===== src/rtl/stopwatch_ctrl.sv =====
// Stopwatch front-end controller: turns button pulses into timer commands,
// captures lap times into a small FIFO and counts timer wrap-arounds.
//
// state     | meaning
// ----------+--------------------------------------------
// S_IDLE    | timer reset/stopped, waiting for start
// S_RUNNING | timer counting, laps may be captured
// S_PAUSED  | timer stopped, can resume or be reset
module stopwatch_ctrl #(
  parameter int DATA_WIDTH = 16,
  parameter int MAX        = 99,
  parameter int LAP_DEPTH  = 4,
  parameter int WRAP_WIDTH = 8
) (
  input  logic                  clk,
  input  logic                  reset,
  input  logic                  btn_ss,
  input  logic                  btn_lr,
  input  logic [DATA_WIDTH-1:0] count,
  output logic                  tmr_start,
  output logic                  tmr_stop,
  output logic                  tmr_reset,
  output logic                  running,
  output logic                  lap_valid,
  output logic [DATA_WIDTH-1:0] lap_data,
  input  logic                  lap_ready,
  output logic                  lap_ovf,
  output logic [WRAP_WIDTH-1:0] wraps
);

  localparam int AW = $clog2(LAP_DEPTH);
  localparam logic [AW:0] PTR_ONE = 1;
  localparam logic [DATA_WIDTH-1:0] MAX_VAL = DATA_WIDTH'(MAX);

  typedef enum logic [1:0] {S_IDLE, S_RUNNING, S_PAUSED} state_t;

  state_t state, state_nxt;
  logic   start_nxt, stop_nxt, reset_nxt, lap_push;

  logic [DATA_WIDTH-1:0] mem [LAP_DEPTH];
  logic [AW:0]           rd_ptr, wr_ptr;
  logic                  fifo_empty, fifo_full, fifo_pop, fifo_push;
  logic [DATA_WIDTH-1:0] count_q;

  // Next-state and command decode; btn_ss has priority over btn_lr.
  always_comb begin
    state_nxt = state;
    start_nxt = 1'b0;
    stop_nxt  = 1'b0;
    reset_nxt = 1'b0;
    lap_push  = 1'b0;
    case (state)
      S_IDLE: begin
        if (btn_ss) begin
          state_nxt = S_RUNNING;
          start_nxt = 1'b1;
        end
      end
      S_RUNNING: begin
        if (btn_ss) begin
          state_nxt = S_PAUSED;
          stop_nxt  = 1'b1;
        end else if (btn_lr) begin
          lap_push = 1'b1;
        end
      end
      S_PAUSED: begin
        if (btn_ss) begin
          state_nxt = S_RUNNING;
          start_nxt = 1'b1;
        end else if (btn_lr) begin
          state_nxt = S_IDLE;
          reset_nxt = 1'b1;
        end
      end
      default: state_nxt = S_IDLE;
    endcase
  end

  // State register and registered one-cycle command pulses.
  always_ff @(posedge clk) begin
    if (reset) begin
      state     <= S_IDLE;
      tmr_start <= 1'b0;
      tmr_stop  <= 1'b0;
      tmr_reset <= 1'b0;
    end else begin
      state     <= state_nxt;
      tmr_start <= start_nxt;
      tmr_stop  <= stop_nxt;
      tmr_reset <= reset_nxt;
    end
  end

  assign running = (state == S_RUNNING);

  // A push into a full FIFO still succeeds when the head leaves in the same cycle.
  assign fifo_empty = (rd_ptr == wr_ptr);
  assign fifo_full  = (rd_ptr[AW] != wr_ptr[AW]) && (rd_ptr[AW-1:0] == wr_ptr[AW-1:0]);
  assign fifo_pop   = !fifo_empty && lap_ready;
  assign fifo_push  = lap_push && (!fifo_full || fifo_pop);

  // FIFO pointers and sticky overflow flag; the flag clears with a timer reset.
  always_ff @(posedge clk) begin
    if (reset) begin
      rd_ptr  <= '0;
      wr_ptr  <= '0;
      lap_ovf <= 1'b0;
    end else begin
      if (fifo_pop)  rd_ptr <= rd_ptr + PTR_ONE;
      if (fifo_push) wr_ptr <= wr_ptr + PTR_ONE;
      if (reset_nxt)
        lap_ovf <= 1'b0;
      else if (lap_push && fifo_full && !fifo_pop)
        lap_ovf <= 1'b1;
    end
  end

  // Lap storage; contents are only visible through valid pointers.
  always_ff @(posedge clk) begin
    if (fifo_push) mem[wr_ptr[AW-1:0]] <= count;
  end

  assign lap_valid = !fifo_empty;
  assign lap_data  = fifo_empty ? '0 : mem[rd_ptr[AW-1:0]];

  // Wrap counting: a MAX->0 transition while running, cleared alongside tmr_reset.
  always_ff @(posedge clk) begin
    if (reset) begin
      count_q <= '0;
      wraps   <= '0;
    end else begin
      count_q <= count;
      if (reset_nxt)
        wraps <= '0;
      else if (running && count_q == MAX_VAL && count == '0 && wraps != '1)
        wraps <= wraps + WRAP_WIDTH'(1);
    end
  end

endmodule

===== config.mk =====
export PLATFORM = sky130hd
export DESIGN_NAME = stopwatch_ctrl
export DESIGN_NICKNAME = d
export VERILOG_FILES = /design/src/rtl/stopwatch_ctrl.sv
export SDC_FILE = /design/constraint.sdc
export NUM_CORES = 1
export LEC_CHECK = 0
export CORE_ASPECT_RATIO = 0.75
export CORE_MARGIN = 2
export CORE_UTILIZATION = 53
export CTS_BUF_LIST = sky130_fd_sc_hd__clkbuf_8
export DETAILED_ROUTE_END_ITERATION = 7
export GPL_TIMING_DRIVEN = 0
export PLACE_DENSITY = 0.78
export SYNTH_ARGS = -nofsm -noshare
export SYNTH_HDL_FRONTEND = slang
export SYNTH_SLANG_ARGS = --single-unit

===== constraint.sdc =====
create_clock -name clk -period 3.06 [get_ports clk]
set_input_delay 0.612 -clock clk [delete_from_list [all_inputs] [get_ports clk]]
set_output_delay 0.612 -clock clk [all_outputs]
set_load 0.01 [all_outputs]

==> metrics.md <==
| Metric | Value |
|---|---|
| Largest net degree at the start of global routing | `18` |
| Worst min path class | `reg -> reg` |
| Final WL | `approximately 7000 um` |
| P per Cell Area | `518 nW/um2` |
| Worst vdd ir | `about 320 uV` |
| Tot GR Track Use | `between 10% and 20%` |
| Share of cells above drive strength 1 | `13.0%` |
| Synth warnings | `0` |
| N_diodes | `0` |
| Synth Area in Compound Gates | `2.39%` |
| Synth Cell Area | `3920 um2` |
| Most common cell after layout, fill and taps aside | `edfxtp_1` |
| Synth top area share | `49.0%` |
| CP Capture Type | `output port` |
| Final Power | `about 2.4 mW` |
| Comb power frac | `about 8.4%` |
| Seq pwr share | `between 60% and 70%` |
| Final Max Tran Viols | `0` |
| Clk buf depth | `2` |
| CTS tree | `built` |
| Pre-CTS setup slack | `-94.8 ps` |
| Gr ovfl total | `0` |
| Initial antenna violation count | `0` |
| Post-Synth Adder-Cell Area | `1.92%` |
| Top area cells in the synthesized netlist | `edfxtp_1 49%, dfxtp_1 19%, mux4_2 9.2%` |
| WS Path Type | `reg -> out` |
| Initial DRC Count | `95` |
| Most frequent cells in the layout | `64 x edfxtp_1, 49 x clkdlybuf4s50_1, 37 x dfxtp_1` |
| LEAKAGE | `roughly 1.5 nW` |
| Routed Antenna Nets | `0` |
| Clock sink total | `102` |
| Worst slew pin tran | `roughly 930 ps` |
| Status | `complete, no violations` |
| Synth Register Bits | `102` |
| Synth cell types | `35` |
| # setup viols final | `0` |
| PortBufs | `49` |
| GP Congestion | `between 0.7 and 0.8` |
| WL/cell | `about 16 um` |
| RSZ-0062 raised after global routing | `false` |
| CP peak stage delay | `a little over 500 ps` |
| Clock slew at reported path FFs | `around 90 ps` |
| Area leader, netlist | `edfxtp_1` |
| Final worst path period share | `between 90% and 100%` |
| Post-Synth XOR/XNOR Area | `1.79%` |
| Peak Freq | `342 MHz` |
| H-Tree Depth | `3` |
| Sequential fraction of the synthesis area | `68.4%` |
| Layout area overhead | `20.4%` |
| IO Count | `51` |
| Worst path cell trace | `buf_4, mux4_2, and2_1, clkdlybuf4s50_1` |
| Nets | `344` |
| Starting Density | `roughly 54%` |
| DR vias | `between 2000 and 2500` |
| Post-synthesis simple-gate area fraction | `around 14%` |
| Largest fanout on the critical path | `10` |
| Critical path data required time | `2450 ps` |
| Via/cell ratio | `about 5.3` |
| DRT Pass-1 Iters | `4` |
| Total CTS buffers | `9` |
| Worst setup margin | `133 ps` |
| DRC Markers | `0` |
| Mux contribution to synthesized area | `under 10%` |
| Reg-to-reg startpoint | `wr_ptr[0]` |
| Vias in the first global route | `2182` |
| Die W | `103 um` |
| Cells after Synth | `approximately 260` |
| Fin. Hold Viols | `0` |
| Clock latency on the worst-skew pair | `360 ps` |
| Main combinational cell family by area after synthesis | `simple AND/OR/NAND/NOR gates` |
| HPWL Detailed | `about 4700 um` |
| Internal Pwr Total | `roughly 1.9 mW` |
| Core ar. | `between 7000 and 8000 um2` |
| CP top delay family | `buffers and inverters` |
| First-pass GRT wire length | `11000 um` |
| Clk root buf | `clkbuf_8` |
| Critical Path Slowest Stage Cell | `mux4_2` |
| Worst Path Arrival | `around 2300 ps` |
| Max_cap viols | `0` |
| Worst setup SP type | `flip-flop` |
| Clock power share | `between 30% and 40%` |
| Mapped Nets | `between 200 and 300` |
| Hold Path Origin | `state[0]` |
| Fraction of power spent switching nets | `between 20% and 30%` |
| Psw | `about 0.55 mW` |
| Buf/Inv on CP | `2` |
| Clock skew | `8.15 ps` |
| Site Rows | `27` |
| Avg Cell Area, Syn | `between 15 and 20 um2` |
| Worst slew margin | `a little under two fifths` |
| Fin crit period | `around 3000 ps` |
| Die Height | `roughly 80 um` |
| Die area | `8110 um2` |
-- state kept, by name, indices dropped and copies added, names as in the netlist, named ones only --
signal	flops
count_q	16
lap_ovf	1
mem	64
rd_ptr	3
state	2
tmr_reset	1
tmr_start	1
tmr_stop	1
wr_ptr	3
wraps	8
-- layer usage --
| layer | global-route usage [%] | share of wire, % | up-vias | routed length [um] |
|---|---|---|---|---|
| li1 | - | - | 1077 | - |
| met1 | 26.8 | 48 | 1095 | 3330 |
| met2 | 27.3 | 45 | 71 | 3160 |
| met3 | 5.08 | 5.5 | 13 | 383 |
| met4 | 6.32 | 1.4 | 0 | 99 |
| met5 | 0 | 0 | - | 0 |
-- Yosys cell counts --
cell type and n:
clkbuf_1 7, nand3_1 3, xor2_1 3, nor2_1 17, nor2b_1 16, xnor2_1 5
nor4_2 2, nand4_1 5, nand4bb_1 1, a41oi_1 1, mux4_2 16, dfxtp_1 38
a311oi_1 1, buf_2 2, edfxtp_1 64, nor4b_2 1, or4_1 1, a21oi_1 8
nand2b_1 4, and2_1 21, nor3_1 2, a31o_2 1, or3_1 4, mux2i_1 1
and4_1 2, nor4_1 5, inv_1 7, o21ai_0 4, nand2_1 5, mux2_2 1
ha_1 6, o21bai_1 1, nand3b_1 1, nor4b_1 1, nor4bb_1 1
-- area by class of cell --
type	instances	area, um2
clock buffer	9	124
inverter	7	26.3
timing repair buffer	50	498
tap	101	126
multi-input combinational	140	1170
clock inverter	7	52.6
fill	546	2540
buffer	7	33.8
sequential	102	2680
-- timing repair --
action,4_1_cts,5_1_grt
endpoints found under the setup margin,10,10
hold endpoints to repair,0,0
hold buffers,0,0
pin swaps,0,0
resized for setup,4,0
gates cloned,0,0
buffers inserted,0,1
-- path summary, 6_finish.rpt --
kind	end	slack, ps	cells after the start
max reg2reg	wr_ptr[2]	690	5
max	lap_data[11]	130	4
min	tmr_start	490	1
min reg2reg	tmr_start	490	1
-- worst reg2reg max path, delay by kind of cell (launching register included) --
| kind | cells | cell delay (ps) |
|---|---|---|
| compound gates | 1 | 540 |
| simple gates | 2 | 900 |
| flops | 1 | 470 |
| xor+xnor | 2 | 350 |
-- power groups by stage --
stage	registers, mW	logic (mW)	clock network (mW)
floorplan	1.52	0.103	0
global placement	1.52	0.205	0
detailed placement	1.52	0.208	0
CTS	1.50	0.205	0.765
global route	1.50	0.222	0.822
finish	1.50	0.204	0.745
-- per-stage QoR --
step,setup TNS [ps],area (um2),hold slack (ps),util (%),std cells
6_report,0,4720,485,65.0,423
3_5_place_dp,-1690,4540,470,62.5,408
3_3_place_gp,-199,4540,463,62.5,408
5_1_grt,0,4720,509,65.0,423
2_1_floorplan,0,3920,430,-,258
4_1_cts,0,4720,489,64.9,423
-- cell families (layout without fill, tap and decap cells) --
kind of cell,Yosys count,count (layout)
AOI/OAI and AO/OA,16,16
muxes,18,18
buffers and inverters,16,80
and+or+nand+nor,92,92
xor gates and xnor gates,8,8
DFF,102,102
adders and majority gates,6,6
(Power assumes the default switching activity.)
